`config.mk`:
```
export PLATFORM = sky130hd
export DESIGN_NAME = keypad_scan_ctrl
export DESIGN_NICKNAME = d
export VERILOG_FILES = /design/src/rtl/keypad_scan_ctrl.sv
export SDC_FILE = /design/constraint.sdc
export NUM_CORES = 1
export LEC_CHECK = 0
export ABC_AREA = 1
export CORE_MARGIN = 1.5
export CORE_UTILIZATION = 40
export DETAILED_ROUTE_END_ITERATION = 6
export SYNTH_ARGS = -nofsm -noshare
export SYNTH_HDL_FRONTEND = slang
export SYNTH_SLANG_ARGS = --single-unit
```
`constraint.sdc`:
```
create_clock -name clk -period 5.9 [get_ports clk]
set_clock_uncertainty 0.1 [all_clocks]
set_input_delay 1.18 -clock clk [delete_from_list [all_inputs] [get_ports clk]]
set_output_delay 1.18 -clock clk [all_outputs]
set_load 0.005 [all_outputs]
```
`src/rtl/keypad_scan_ctrl.sv`:
```
// 4x4 matrix keypad scanner with per-key debounce and a 4-entry key-code FIFO.
// Optional auto-repeat while a key is held is enabled with `define KEYPAD_REPEAT_EN.
module keypad_scan_ctrl #(
    parameter int SCAN_DIV      = 1000,
    parameter int DEB_CYCLES    = 500,
    parameter int REPEAT_CYCLES = 50000
) (
    input  logic       clk,
    input  logic       rst,
    input  logic [3:0] row_in,
    output logic [3:0] col_out,
    output logic [3:0] key_code,
    output logic       key_valid,
    input  logic       key_rd,
    output logic       overflow
);

    localparam int DIV_W = (SCAN_DIV > 1) ? $clog2(SCAN_DIV) : 1;
    localparam int DEB_W = (DEB_CYCLES > 1) ? $clog2(DEB_CYCLES) : 1;
    localparam logic [DIV_W-1:0] DIV_LAST = DIV_W'(SCAN_DIV - 1);
    localparam logic [DEB_W-1:0] DEB_LAST = DEB_W'(DEB_CYCLES - 1);

    typedef enum logic [1:0] {SCAN, PRESS_DEB, HOLD, REL_DEB} state_e;

    state_e           state_q, state_d;
    logic [3:0]       sync1_q, rs_q;
    logic [1:0]       col_idx_q, col_idx_d;
    logic [1:0]       row_idx_q, row_idx_d;
    logic [DIV_W-1:0] div_cnt_q, div_cnt_d;
    logic [DEB_W-1:0] deb_cnt_q, deb_cnt_d;
    logic [3:0]       fifo_q [4];
    logic [1:0]       wr_ptr_q, wr_ptr_d;
    logic [1:0]       rd_ptr_q, rd_ptr_d;
    logic [2:0]       count_q, count_d;
    logic             overflow_q, overflow_d;

    logic       row_low, deb_done, push, pop, full, wr_en;
    logic [1:0] first_low;
    logic [3:0] push_code;

`ifdef KEYPAD_REPEAT_EN
    localparam int REP_W = (REPEAT_CYCLES > 1) ? $clog2(REPEAT_CYCLES) : 1;
    localparam logic [REP_W-1:0] REP_LAST = REP_W'(REPEAT_CYCLES - 1);
    logic [REP_W-1:0] rep_cnt_q, rep_cnt_d;
    logic             rep_fire;
`endif

    // NOTE: sequential state uses <= so every flop samples the pre-edge values, independent of statement order.
    always_ff @(posedge clk or posedge rst) begin
        if (rst) begin
            sync1_q    <= 4'hF;
            rs_q       <= 4'hF;
            state_q    <= SCAN;
            col_idx_q  <= '0;
            row_idx_q  <= '0;
            div_cnt_q  <= '0;
            deb_cnt_q  <= '0;
            wr_ptr_q   <= '0;
            rd_ptr_q   <= '0;
            count_q    <= '0;
            overflow_q <= 1'b0;
        end else begin
            sync1_q    <= row_in;
            rs_q       <= sync1_q;
            state_q    <= state_d;
            col_idx_q  <= col_idx_d;
            row_idx_q  <= row_idx_d;
            div_cnt_q  <= div_cnt_d;
            deb_cnt_q  <= deb_cnt_d;
            wr_ptr_q   <= wr_ptr_d;
            rd_ptr_q   <= rd_ptr_d;
            count_q    <= count_d;
            overflow_q <= overflow_d;
        end
    end

    // NOTE: FIFO storage has no reset; key_code is masked by key_valid so stale entries are never visible.
    always_ff @(posedge clk) begin
        if (wr_en) begin
            fifo_q[wr_ptr_q] <= push_code;
        end
    end

    // Lowest-index low row wins when several rows are active.
    always_comb begin
        first_low = 2'd0;
        for (int i = 3; i >= 0; i--) begin
            if (!rs_q[i]) begin
                first_low = 2'(i);
            end
        end
    end

    assign row_low  = !rs_q[row_idx_q];
    assign deb_done = (deb_cnt_q == DEB_LAST);

    // NOTE: every always_comb output gets a default first so no path leaves it unassigned (no latch).
    always_comb begin
        state_d   = state_q;
        col_idx_d = col_idx_q;
        row_idx_d = row_idx_q;
        div_cnt_d = div_cnt_q;
        deb_cnt_d = deb_cnt_q;
        case (state_q)
            SCAN: begin
                if (div_cnt_q == DIV_LAST) begin
                    div_cnt_d = '0;
                    if (rs_q == 4'hF) begin
                        col_idx_d = col_idx_q + 2'd1;
                    end else begin
                        row_idx_d = first_low;
                        deb_cnt_d = '0;
                        state_d   = PRESS_DEB;
                    end
                end else begin
                    div_cnt_d = div_cnt_q + 1'b1;
                end
            end
            PRESS_DEB: begin
                if (!row_low) begin
                    state_d   = SCAN;
                    col_idx_d = col_idx_q + 2'd1;
                    deb_cnt_d = '0;
                end else if (deb_done) begin
                    state_d   = HOLD;
                    deb_cnt_d = '0;
                end else begin
                    deb_cnt_d = deb_cnt_q + 1'b1;
                end
            end
            HOLD: begin
                if (!row_low) begin
                    state_d   = REL_DEB;
                    deb_cnt_d = '0;
                end
            end
            REL_DEB: begin
                if (row_low) begin
                    state_d   = HOLD;
                    deb_cnt_d = '0;
                end else if (deb_done) begin
                    state_d   = SCAN;
                    col_idx_d = col_idx_q + 2'd1;
                    deb_cnt_d = '0;
                end else begin
                    deb_cnt_d = deb_cnt_q + 1'b1;
                end
            end
            default: state_d = SCAN;
        endcase
    end

`ifdef KEYPAD_REPEAT_EN
    always_ff @(posedge clk or posedge rst) begin
        if (rst) begin
            rep_cnt_q <= '0;
        end else begin
            rep_cnt_q <= rep_cnt_d;
        end
    end

    // Repeat interval restarts on every push and clears whenever the key is not held.
    always_comb begin
        rep_cnt_d = '0;
        rep_fire  = 1'b0;
        if (state_q == HOLD && row_low) begin
            if (rep_cnt_q == REP_LAST) begin
                rep_fire = 1'b1;
            end else begin
                rep_cnt_d = rep_cnt_q + 1'b1;
            end
        end
    end
`endif

    always_comb begin
        col_out   = ~(4'b0001 << col_idx_q);
        push_code = {col_idx_q, row_idx_q};
        push      = (state_q == PRESS_DEB) && row_low && deb_done;
`ifdef KEYPAD_REPEAT_EN
        push      = push || rep_fire;
`endif
    end

    // A pop frees the head slot in the same edge, so a push into a full FIFO still lands.
    always_comb begin
        full       = (count_q == 3'd4);
        pop        = key_rd && (count_q != 3'd0);
        wr_en      = push && (!full || pop);
        wr_ptr_d   = wr_en ? wr_ptr_q + 2'd1 : wr_ptr_q;
        rd_ptr_d   = pop ? rd_ptr_q + 2'd1 : rd_ptr_q;
        count_d    = count_q;
        if (wr_en && !pop) begin
            count_d = count_q + 3'd1;
        end else if (!wr_en && pop) begin
            count_d = count_q - 3'd1;
        end
        overflow_d = overflow_q || (push && full && !pop);
    end

    assign key_valid = (count_q != 3'd0);
    assign key_code  = key_valid ? fifo_q[rd_ptr_q] : 4'h0;
    assign overflow  = overflow_q;

endmodule

```
======== Yosys cells after proc, flatten, opt, wreduce, memory -nomap -nowiden ========
Memories as Yosys holds them, arrays and structs flattened.
Cells that the tools add are included.
word-level totals
  input port bits ......................... 7
  memories ................................ 1
  output and inout bits ................... 10
  logic and storage cells ................. 94
  memory bits (writable) .................. 16
  flip-flop bits (word level) ............. 41
memories
  name    words  width  read ports  clocked after memory_dff  wr ports  line  RTL
  fifo_q  4      4      1           0                         1         31    logic [3:0] fifo_q [4];
cells by class
  reduce and logical (&&, ||, !) cells .... 22
  mux-type cells .......................... 33
  add/subtract/negate cells ............... 7
  shift operators ......................... 1
  bitwise operators ....................... 2
  equal/unequal tests ..................... 16
  $lt $le $gt $ge ......................... 1
operators with widths
  cell                                            number
  two-way mux 9 bit                               6
  one-hot mux 9 bit (4 select lines)              1
  two-way mux 2 bit                               16
  != test 2 bit (second input constant)           7
  adder 10 x 1 -> 10 bit (second input constant)  1
  == test 10 bit (second input constant)          1
  two-way mux 10 bit                              1
  adder 9 x 1 -> 9 bit (second input constant)    1
  == test 9 bit (second input constant)           1
  logical AND 1 bit                               8
  one-hot mux 2 bit (4 select lines)              1
  adder 2 x 1 -> 2 bit (second input constant)    3
  two-way mux 3 bit                               2
  != test 3 bit (second input constant)           2
  one-hot mux 2 bit (3 select lines)              1
  AND reduction 3 bit                             2
  AND reduction 6 bit                             1
  nonzero test 3 bit                              2
  AND reduction 5 bit                             1
  == test 2 bit (second input constant)           2
  == test 4 bit (second input constant)           1
  logical NOT 1 bit                               4
  two-way mux 4 bit                               1
  inverter 4 bit                                  1
  other kinds (12)                                15

======== Depth between registers and ports, before layout ========
  depth after elaboration ................. 10
  mapped depth ............................ 13
  depth with buffers taken out ............ 13

======== Worst setup path before layout ========
OpenSTA, ideal clock, no wires.
  kind .................................... input port to flip-flop
  start point ............................. input key_rd
  end point ............................... register count_q[1]
  buffers on the path ..................... 0
  data required time ...................... 5.675 ns
  stages on the path ...................... 8
  setup time .............................. 0.125 ns
  data arrival time ....................... 2.475 ns
  setup slack ............................. 3.200 ns
  cell sequence ........................... nand2_1 > nand3_1 > nand4_4 > inv_2 > ha_1 > inv_1 > fa_1 > mux2_2
between the ends
  elaborated cells on any way between the ends .. 9
  those cells by class .................... 1 x mux; 8 x reduce/logical
RTL lines
  what                  line  RTL
  start, declared       14    input logic key_rd,
  logical AND 1 bit     188   pop = key_rd && (count_q != 3'd0);
  logical OR 1 bit      189   wr_en = push && (!full || pop);
  logical AND 1 bit     189
  via wr_en             37    logic row_low, deb_done, push, pop, full, wr_en;
  logical AND 1 bit     193   if (wr_en && !pop) begin
  two-way mux 3 bit     193
  via count_d[1]        34    logic [2:0] count_q, count_d;
  end signal, assigned  72    count_q <= count_d;
  end, declared         34
The timed path passes the listed nets, and every way through them passes these cells.
A chain may end at the register's enable or synchronous reset.

======== Worst setup path in the final report ========
  start point ............................. register rd_ptr_q[0]
  end point ............................... output key_code[0]
between the ends
  longest elaborated chain between the ends .. 2
RTL lines
  what                    line  RTL
  start, declared         33    logic [1:0] rd_ptr_q, rd_ptr_d;
  start signal, assigned  71    rd_ptr_q <= rd_ptr_d;
  memory (4 x 4 bit)      -
  two-way mux 4 bit       202   assign key_code = key_valid ? fifo_q[rd_ptr_q] : 4'h0;
  end, declared           12    output logic [3:0] key_code,
Every way passes these cells.

==> key figures <==
Outcome
  • Status: completed

Global routing
  • GRT overflow: 0
  • GR Util All Layers: 15.2%
  • Largest net degree at the start of global routing: 42
  • Vias in the first global route: 2025
  • Initial antenna violation count: 0
  • Global-route wire length before repair: 9040 um

Critical path
  • Slowest stage cell, crit path: clkdlybuf4s50_1
  • R2R depth: 12
  • Crit path depth: 4
  • Crit end category: output port
  • Worst Path Required: 4620 ps
  • Critical-path cell list: inv_1, o21ai_0, a21oi_1, clkdlybuf4s50_1
  • Worst EP arrival: 1830 ps
  • CP Buf/Inv Count: 2
  • Critical path fanouts, max: 10
  • Max stage delay on crit path: 510 ps
  • Startpoint Class: flop
  • CP Class: reg -> out
  • Crit path max-delay family: buffers and inverters

Floorplanning
  • Initial Util: 41.1%
  • Die X: 89.1 um
  • Row count: 31
  • Die area: 7950 um2
  • Chip height: 89.1 um
  • Core Area: 7210 um2
  • IO Pins: 17

Min path
  • Worst hold stages: 0
  • Type of the most critical hold path: reg -> reg

Synth
  • Post-synthesis instance total: 331
  • Largest family of logic cells by synthesized area: simple AND/OR/NAND/NOR gates
  • Warnings, synthesis: 0
  • Post-synth ARST share: 71.9%
  • Cell accounting for the most synthesized area: dfrtp_1
  • Syn_area_per_cell: 8.97 um2
  • Post-synthesis simple-gate area fraction: 28.1%
  • Most used DFF post-synth: dfrtp_1
  • Synth Area in Adders: 5.31%
  • Synth Area in Compound Gates: 5.19%
  • Post-synthesis xor/xnor area fraction: 3.84%
  • Post-synthesis mux area share: 0.379%
  • Mapped Area: 2970 um2
  • Number of synthesized flops with an enable pin: 16
  • Total nets after synthesis: 350
  • Synthesis-stage register bit count: 57
  • Sequential-to-total area share from yosys stat: 51.1%
  • Share of the synthesized area in the top cell type: 27.8%
  • Synth unique cells: 35
  • Top cells by area, synth: dfrtp_1, edfxtp_1, nand2_1, dfstp_2, nand3_1

CTS
  • Post-CTS setup buffers: 0
  • Clock buffer count from CTS: 9
  • Clock latency on the worst-skew pair: 330 ps
  • Root Buffer: clkbuf_8
  • Reg clk slew, reported paths: 60 ps
  • Bufs on Longest Clock Path: 2
  • CTS Sinks: 57
  • CTS tree: built
  • Hold-fix buffer count after cts: 0
  • Post-CTS resize count: 0
  • H-tree depth: 3

Placement
  • Routability cong.: 0.754
  • Post-DP Area: 3240 um2
  • I/O Buffers: 16
  • Detailed placement HPWL: 3680 um

Timing
  • Worst slew margin: 64.8%
  • Max Freq: 322 MHz
  • Period utilization: 52.7%
  • RSZ-0062 raised after global routing: false
  • Measured slew at the worst slew-check pin: 527 ps
  • Max-slew violations: 0
  • # setup viols final: 0
  • Final Hold Viols: 0
  • Period minus WS final: 3110 ps
  • Hold_ws: 256 ps
  • TNS Setup: 0 ps

Power
  • NetSw: 0.000259 W
  • Clock power share: 38.3%
  • Comb pwr share: 16.7%
  • Int Power: 0.000751 W
  • Reg power frac: 45.0%
  • Worst vdd ir: 0.000137 V
  • Pleak: 1.60 nW
  • Pwr/cell area: 293 nW/um2
  • Switching share of power: 25.6%

Cells and area
  • Most frequent cells in the layout: nand2_1, nor2_1, nand3_1
  • # nets final: 375
  • Area delta synth->final: 16.1%
  • Diode count: 0
  • Final Instance Area: 3450 um2
  • Fraction of layout instances using a drive strength above 1: 14.1%
  • Most common cell after layout, fill and taps aside: nand2_1

Run
  • Max Cap Viol: 0

Route
  • Detail Route Antenna Nets: 0
  • DR DRC count: 0
  • Vias: 2153
  • Final WL: 5320 um
  • Initial DRC count: 117
  • DR pass1 iterations: 4
  • Vias per cell: 4.68
  • Wire per inst: 11.6 um
[kinds of logic (layout without fill, tap and decap cells)]
group / after synthesis / in the layout
AOI/OAI and AO/OA: 29 / 29
xor gates and xnor gates: 13 / 13
adders and majority gates: 12 / 12
muxes: 1 / 1
buffers and inverters: 45 / 75
and+or+nand+nor: 174 / 174
DFF: 57 / 57
[through the flow]
step	util [%]	cells	setup WS (ps)	total power [W]
2_1_floorplan	-	331	3200	0.000565
3_3_place_gp	44.8	444	2670	0.000627
3_5_place_dp	44.8	444	2530	0.000633
4_1_cts	47.8	460	2770	0.00102
5_1_grt	47.8	460	2650	0.00106
6_report	47.8	460	2790	0.00101
[path summary, 6_finish.rpt]
kind / start / endpoint / slack [ps]
worst max-delay path: rd_ptr_q[0] / key_code[0] / 2790
min in group asynchronous: rst / div_cnt_q[6] / 1190
worst min register to register: sync1_q[0] / rs_q[0] / 260
max in group asynchronous: rst / sync1_q[1] / 4140
worst max register to register: deb_cnt_q[0] / count_q[2] / 3380
worst min-delay path: sync1_q[0] / rs_q[0] / 260
[power groups by stage]
stage / Combinational (W) / Sequential, W / Clock, W
floorplan: 0.000115 / 0.000449 / 0
global placement: 0.000164 / 0.000462 / 0
detailed placement: 0.000171 / 0.000462 / 0
CTS: 0.000171 / 0.000455 / 0.000395
global route: 0.000191 / 0.000458 / 0.000415
finish: 0.000169 / 0.000455 / 0.000386
[layer usage]
layer	wire length [um]	vias to the layer above	share of wire [%]	track usage, %
met3	227	6	4.3	5.54
met5	0	-	0	0
li1	-	1124	-	-
met4	87	0	1.6	6.29
met1	2490	988	47	19.2
met2	2510	35	47	23.6
[cell usage after synthesis, types with 5 or more instances]
cell type / instances
a21oi_1: 9
nand2_1: 62
nand2_2: 8
nor2_1: 48
dfrtp_1: 33
ha_1: 11
inv_2: 5
o21ai_0: 14
edfxtp_1: 16
nand4_1: 5
nand3_1: 36
dfstp_2: 8
inv_1: 35
xor2_1: 10
[final cells by class]
cell class	count	area (um2)
sequential	57	1520
fill	709	3770
inverter	42	158
timing repair buffer	17	168
clock buffer	10	128
tap	99	124
multi-input combinational	229	1270
clock inverter	6	82.6
[registers in the layout, indices dropped and copies added, names as in the netlist, 2 cells and up, named ones only]
name       cells
col_idx_q      2
count_q        3
deb_cnt_q      9
div_cnt_q     10
fifo_q        16
rd_ptr_q       2
row_idx_q      2
rs_q           4
sync1_q        4
wr_ptr_q       2
Note: power is estimated with default switching activity, not from simulation.
